**config.mk**
```make
export PLATFORM = sky130hd
export DESIGN_NAME = sprite_rom_arbiter
export DESIGN_NICKNAME = d
export VERILOG_FILES = /design/src/rtl/sprite_rom_arbiter.sv
export SDC_FILE = /design/constraint.sdc
export NUM_CORES = 1
export LEC_CHECK = 0
export CAP_MARGIN = 40
export CORE_MARGIN = 2
export CORE_UTILIZATION = 47
export CTS_CLUSTER_SIZE = 40
export DETAILED_ROUTE_END_ITERATION = 7
export PLACE_DENSITY = 0.9
export REMOVE_ABC_BUFFERS = 1
export SYNTH_ARGS = -nofsm -noshare
export SYNTH_HDL_FRONTEND = slang
export SYNTH_SLANG_ARGS = --single-unit
```
**constraint.sdc**
```tcl
create_clock -name i_clk -period 5.3 [get_ports i_clk]
set_clock_uncertainty 0.15 [all_clocks]
set_input_delay 0.53 -clock i_clk [delete_from_list [all_inputs] [get_ports i_clk]]
set_output_delay 0.53 -clock i_clk [all_outputs]
set_load 0.02 [all_outputs]
```
**src/rtl/sprite_rom_arbiter.sv**
```systemverilog
// sprite_rom_arbiter: shares one synchronous sprite-ROM read port among NREQ
// sprite address generators. Each grant runs a burst of consecutive ROM words.
// Read data comes back tagged one-hot to the requester that owns it.
//
// Optional feature macro: SPRITE_ARB_PLAYER_PRIO_EN. When it is defined,
// requester 0 (the player sprite) always wins arbitration.
//
// Ports:
//   i_clk, i_rst    clock, synchronous active-high reset
//   i_hold          blocks new bursts; a burst already running completes
//   i_req           per-requester level request, held until o_gnt
//   i_req_addr      burst base addresses, requester i in [i*AW +: AW]
//   i_req_len       burst length minus one, requester i in [i*LW +: LW]
//   o_gnt           one-cycle one-hot grant pulse
//   o_busy          high while a burst is being issued
//   o_rom_en        ROM read enable
//   o_rom_addr      ROM read address
//   i_rom_dout      ROM data, valid ROM_LAT cycles after o_rom_en
//   o_rd_valid      one-hot owner of o_rd_data
//   o_rd_data       returned ROM word
//   o_rd_last       final word of a burst
module sprite_rom_arbiter #(
    parameter int unsigned NREQ    = 4,
    parameter int unsigned AW      = 14,
    parameter int unsigned DW      = 12,
    parameter int unsigned LW      = 6,
    parameter int unsigned ROM_LAT = 2
) (
    input  logic               i_clk,
    input  logic               i_rst,
    input  logic               i_hold,
    input  logic [NREQ-1:0]    i_req,
    input  logic [NREQ*AW-1:0] i_req_addr,
    input  logic [NREQ*LW-1:0] i_req_len,
    output logic [NREQ-1:0]    o_gnt,
    output logic               o_busy,
    output logic               o_rom_en,
    output logic [AW-1:0]      o_rom_addr,
    input  logic [DW-1:0]      i_rom_dout,
    output logic [NREQ-1:0]    o_rd_valid,
    output logic [DW-1:0]      o_rd_data,
    output logic               o_rd_last
);

    localparam int unsigned IW = (NREQ > 1) ? $clog2(NREQ) : 1;

    typedef enum logic {S_IDLE, S_BURST} state_t;

    state_t          r_state;
    logic [IW-1:0]   r_ptr;
    logic [IW-1:0]   r_owner;
    logic [AW-1:0]   r_addr;
    logic [LW-1:0]   r_cnt;
    logic [NREQ-1:0] r_issue_oh;
    logic            r_issue_last;
    logic [NREQ-1:0] r_pipe_vld  [ROM_LAT];
    logic            r_pipe_last [ROM_LAT];

    logic [AW-1:0]   w_addr_arr [NREQ];
    logic [LW-1:0]   w_len_arr  [NREQ];
    logic            w_any;
    logic [IW-1:0]   w_win;
    logic [IW-1:0]   w_idx;

    // Unpack the flat request buses
    for (genvar g = 0; g < NREQ; g++) begin : g_unpack
        assign w_addr_arr[g] = i_req_addr[g*AW +: AW];
        assign w_len_arr[g]  = i_req_len[g*LW +: LW];
    end

    // Round-robin pick: first set request at or above r_ptr, wrapping
    always_comb begin
        w_any = 1'b0;
        w_win = '0;
        w_idx = '0;
        for (int unsigned i = 0; i < NREQ; i++) begin
            w_idx = IW'((32'(r_ptr) + i) % NREQ);
            if (!w_any && i_req[w_idx]) begin
                w_any = 1'b1;
                w_win = w_idx;
            end
        end
`ifdef SPRITE_ARB_PLAYER_PRIO_EN
        // Player sprite overrides the rotation
        if (i_req[0]) begin
            w_any = 1'b1;
            w_win = '0;
        end
`endif
    end

    // Arbitration FSM, burst issue and return-tag pipeline
    always_ff @(posedge i_clk) begin
        if (i_rst) begin
            r_state      <= S_IDLE;
            r_ptr        <= '0;
            r_owner      <= '0;
            r_addr       <= '0;
            r_cnt        <= '0;
            r_issue_oh   <= '0;
            r_issue_last <= 1'b0;
            o_gnt        <= '0;
            o_busy       <= 1'b0;
            o_rom_en     <= 1'b0;
            o_rom_addr   <= '0;
            for (int i = 0; i < ROM_LAT; i++) begin
                r_pipe_vld[i]  <= '0;
                r_pipe_last[i] <= 1'b0;
            end
        end else begin
            o_gnt        <= '0;
            o_rom_en     <= 1'b0;
            r_issue_oh   <= '0;
            r_issue_last <= 1'b0;
            case (r_state)
                S_IDLE: begin
                    if (!i_hold && w_any) begin
                        o_gnt   <= NREQ'(1) << w_win;
                        o_busy  <= 1'b1;
                        r_owner <= w_win;
                        r_addr  <= w_addr_arr[w_win];
                        r_cnt   <= w_len_arr[w_win];
                        r_state <= S_BURST;
`ifdef SPRITE_ARB_PLAYER_PRIO_EN
                        if (w_win != '0) begin
                            r_ptr <= IW'((32'(w_win) + 1) % NREQ);
                        end
`else
                        r_ptr <= IW'((32'(w_win) + 1) % NREQ);
`endif
                    end
                end
                S_BURST: begin
                    // One word per cycle; r_cnt counts the words still to go
                    o_rom_en     <= 1'b1;
                    o_rom_addr   <= r_addr;
                    r_addr       <= r_addr + AW'(1);
                    r_issue_oh   <= NREQ'(1) << r_owner;
                    r_issue_last <= (r_cnt == '0);
                    if (r_cnt == '0) begin
                        o_busy  <= 1'b0;
                        r_state <= S_IDLE;
                    end else begin
                        r_cnt <= r_cnt - LW'(1);
                    end
                end
                default: r_state <= S_IDLE;
            endcase
            // Tag travels alongside the read so it lines up with i_rom_dout
            r_pipe_vld[0]  <= r_issue_oh;
            r_pipe_last[0] <= r_issue_last;
            for (int i = 1; i < ROM_LAT; i++) begin
                r_pipe_vld[i]  <= r_pipe_vld[i-1];
                r_pipe_last[i] <= r_pipe_last[i-1];
            end
        end
    end

    assign o_rd_valid = r_pipe_vld[ROM_LAT-1];
    assign o_rd_last  = r_pipe_last[ROM_LAT-1];
    // Data comes straight from the ROM output register, zeroed when not owned
    assign o_rd_data  = (|r_pipe_vld[ROM_LAT-1]) ? i_rom_dout : '0;

endmodule

```
==> impl_results.rst <==
.. list-table::
   :header-rows: 1

   * - Metric
     - Value
   * - Final worst-path cycle share
     - between 50% and 60%
   * - CTS tree
     - done
   * - Req. time, crit path
     - between 5 and 6 ns
   * - Combined area of all synthesized cells
     - 3410 um2
   * - Maximum fanout encountered on the critical timing path
     - 18
   * - Clock-pin slew on the worst setup and hold paths
     - 0.06 ns
   * - Layout overhead on the synthesized area
     - 47.2%
   * - 1st-pass router iterations
     - 5
   * - Final hold viol count
     - 0
   * - Final wirelength
     - about 11 mm
   * - Die area
     - roughly 8000 um2
   * - Clock sink count
     - 60
   * - Top-area cell type share of the netlist area
     - 35.2%
   * - Core Area
     - slightly above 7000 um2
   * - Max Root-Sink Buffers
     - 2
   * - Number of maximum-capacitance violations
     - 0
   * - Clock latency reported for the late side of the worst-skew pair
     - around 0.35 ns
   * - Cell area after layout
     - 5020 um2
   * - Post-Syn Area per Cell
     - between 8 and 9 um2
   * - Endpoints failing setup
     - 0
   * - CP Data Arrival Time
     - between 2 and 3 ns
   * - Post-layout power
     - 1.43 mW
   * - Async S/R FF share, synth
     - 0%
   * - Count of different cell masters after synthesis
     - 55
   * - Synth top area cells
     - sky130_fd_sc_hd__dfxtp_1, sky130_fd_sc_hd__mux2i_1, sky130_fd_sc_hd__nor2b_1
   * - Via count of the first global-routing pass
     - ~3500
   * - Total leakage power
     - roughly 1.9 nW
   * - Most instantiated flip-flop cell in the synthesis netlist
     - sky130_fd_sc_hd__dfxtp_1
   * - Routability Congestion
     - a little under 0.9
   * - PostCTS Resize Cnt
     - 0
   * - Total power divided by cell area
     - roughly 290 nW/um2
   * - Number of placement rows
     - 31
   * - Worst slew margin relative to its limit
     - about 45%
   * - Number of standard cells in the final layout excluding fillers
     - 621
   * - Filler instances
     - about 540
   * - Synthesis-stage register bit count
     - 60
   * - Category of the most critical setup path
     - in2reg
   * - Startpoint kind of the worst setup timing path
     - input pin
   * - Average wire per standard cell
     - 17.2 um
   * - Sequential area share after synthesis
     - 35.2%
   * - Cell Area, Placed
     - between 4000 and 5000 um2
   * - Highest clock rate
     - approximately 360 MHz
   * - Setup repair after global routing missed its margin
     - false
   * - Worst-margin pin slew
     - roughly 0.83 ns
   * - Placed wire-length estimate after detailed placement
     - ~7.3 mm
   * - Number of buffers inserted during clock tree synthesis
     - 9
   * - Count of final max-slew check failures
     - 0
   * - Routed vias/inst
     - around 5.7
   * - Total placed cells including tap cells
     - between 600 and 700
   * - Buffers inserted during post-CTS setup optimization
     - 0
   * - Min Clock Period, post-route
     - around 2.8 ns
   * - Largest net degree at the start of global routing
     - 42
   * - Combined global-route utilization of all metal layers
     - between 20% and 30%
   * - Dominant cell by count in the synthesized netlist
     - sky130_fd_sc_hd__dfxtp_1
   * - Smallest hold slack
     - 0.291 ns
   * - Number of routed nets with antenna violations
     - 0
   * - Number of enable-type register cells in the synthesized netlist
     - 0
   * - Drc violations
     - 0
   * - Die X
     - between 80 and 90 um
   * - DRT iter0 DRCs
     - 257
   * - Setup TNS after final layout
     - 0 ns
   * - Class of the worst hold path
     - reg2reg
   * - Ratio of cells with drive above 1 in the final layout
     - under 10%
   * - Largest area contributor in the netlist
     - sky130_fd_sc_hd__dfxtp_1
   * - Top post-synthesis cells by count
     - sky130_fd_sc_hd__dfxtp_1, sky130_fd_sc_hd__nand2_1, sky130_fd_sc_hd__a21oi_1, sky130_fd_sc_hd__nor2_1, sky130_fd_sc_hd__nor2b_1
   * - Crit path capture type
     - flip-flop
   * - Highest ir drop seen on vdd
     - between 150 and 200 uV
   * - Port Buf Inserts
     - approximately 140
   * - Grt ovf
     - 0
   * - Count of warnings emitted by yosys
     - 0
   * - DIE HEIGHT
     - around 89 um
   * - Diode insertion count for antenna repair
     - 0
   * - Count of nets after finishing
     - 619
   * - H-Tree Level Count
     - 3
   * - I/O pin cnt
     - ~140
   * - Root buffer cell
     - sky130_fd_sc_hd__clkbuf_8
   * - Initial antenna violation count
     - 0
   * - CTS hold repair buffers
     - 0
   * - Effective utilization at floorplan
     - 47.8%
   * - Run status
     - completed
   * - Detailed-route via count
     - 3563
   * - Number of standard cells after synthesis
     - roughly 400
   * - Wire length of the first global-routing pass
     - about 16 mm
[layer usage]
layer / track usage [%] / part of all wire [%]
met5: 0 / 0
met4: 13.6 / 2.7
met3: 6.46 / 7.7
met2: 45.7 / 51
met1: 29.8 / 38
[layout make-up]
| cell class | count | area (um2) | area share (%) |
|---|---|---|---|
| multi-input cells | 300 | 2010 | 40.0 |
| repair buffers | 140 | 1410 | 28.1 |
| flip-flops and latches | 60 | 1200 | 24.0 |
| clock buffers | 12 | 155 | 3.09 |
| well taps | 99 | 124 | 2.47 |
| clock inverters | 4 | 95.1 | 1.90 |
| inverters | 6 | 22.5 | 0.449 |
[metrics by stage]
stage	utilization [%]	setup slack [ns]
floorplan	-	2.86
global placement	66.1	2.20
detailed placement	66.8	2.23
CTS	70.3	2.62
global route	70.3	2.42
finish	70.3	2.53
[logic make-up after synthesis]
| kind of cell | after synthesis | synth area share [%] |
|---|---|---|
| XOR/XNOR | 2 | 0.514 |
| adder cells (fa/ha/maj) | 3 | 1.10 |
| multiplexers | 29 | 8.81 |
| flip-flops | 60 | 35.2 |
| AND/OR/NAND/NOR | 153 | 24.2 |
| AO/OA/AOI/OAI | 113 | 24.3 |
| buffers and inverters | 39 | 5.80 |
[state kept, by name, indices dropped and copies added, names as in the netlist]
register,count
o_busy,1
o_gnt,4
o_rom_addr,14
o_rom_en,1
r_addr,14
r_cnt,6
r_issue_last,1
r_issue_oh,4
r_owner,2
r_pipe_last,2
r_pipe_vld,8
r_ptr,2
r_state,1
[path summary, 6_finish.rpt]
| kind | end | slack, ns | depth (start not counted) | from |
|---|---|---|---|---|
| worst max-delay path | r_cnt[4] | 2.53 | 7 | i_req[2] |
| worst min-delay path | r_pipe_vld[0][4] | 0.29 | 1 | r_pipe_vld[0][0] |
| worst max register to register | r_cnt[1] | 2.81 | 6 | r_ptr[1] |
| worst min register to register | r_pipe_vld[0][4] | 0.29 | 1 | r_pipe_vld[0][0] |
[power breakdown]
| group | switching [mW] | internal (mW) | total [mW] |
|---|---|---|---|
| Clock | 0.182 | 0.338 | 0.520 |
| Combinational | 0.193 | 0.196 | 0.389 |
| Sequential | 0.0400 | 0.485 | 0.525 |
[worst max-delay path, cell delays in order]
cell	delay, ns
sky130_fd_sc_hd__clkdlybuf4s50_1	0.60
sky130_fd_sc_hd__nand2b_4	0.09
sky130_fd_sc_hd__o211ai_2	0.64
sky130_fd_sc_hd__nand2_2	0.46
sky130_fd_sc_hd__nand2_1	0.19
sky130_fd_sc_hd__a311oi_1	0.11
sky130_fd_sc_hd__o21a_1	0.22
[layout by cell type (no fill, tap or decap), types with 2 or more instances in the layout]
cell type / instances
sky130_fd_sc_hd__nand3b_1: 2
sky130_fd_sc_hd__and2_1: 2
sky130_fd_sc_hd__o21ai_0: 8
sky130_fd_sc_hd__clkbuf_8: 11
sky130_fd_sc_hd__a21oi_1: 27
sky130_fd_sc_hd__a21boi_0: 15
sky130_fd_sc_hd__o21a_1: 4
sky130_fd_sc_hd__nand3_1: 11
sky130_fd_sc_hd__nor2_1: 27
sky130_fd_sc_hd__nand2_1: 41
sky130_fd_sc_hd__nand2b_1: 4
sky130_fd_sc_hd__clkdlybuf4s50_1: 134
sky130_fd_sc_hd__a21o_1: 9
sky130_fd_sc_hd__nor2b_1: 25
sky130_fd_sc_hd__nor3_1: 6
sky130_fd_sc_hd__a311o_1: 8
sky130_fd_sc_hd__or3_1: 3
sky130_fd_sc_hd__ha_1: 3
sky130_fd_sc_hd__dfxtp_1: 59
sky130_fd_sc_hd__buf_12: 2
sky130_fd_sc_hd__a211oi_1: 15
sky130_fd_sc_hd__o21ba_2: 2
sky130_fd_sc_hd__inv_1: 6
sky130_fd_sc_hd__mux2i_1: 21
sky130_fd_sc_hd__a31oi_1: 5
sky130_fd_sc_hd__bufinv_16: 3
sky130_fd_sc_hd__mux2_2: 8
sky130_fd_sc_hd__nor3b_1: 4
sky130_fd_sc_hd__nand4_1: 3
sky130_fd_sc_hd__o211ai_1: 5
sky130_fd_sc_hd__nor4_1: 6
sky130_fd_sc_hd__nand4b_1: 2
sky130_fd_sc_hd__buf_4: 3
sky130_fd_sc_hd__and3_1: 6
sky130_fd_sc_hd__a311oi_1: 7
sky130_fd_sc_hd__xnor2_1: 2
Note: power is estimated with default switching activity, not from simulation.
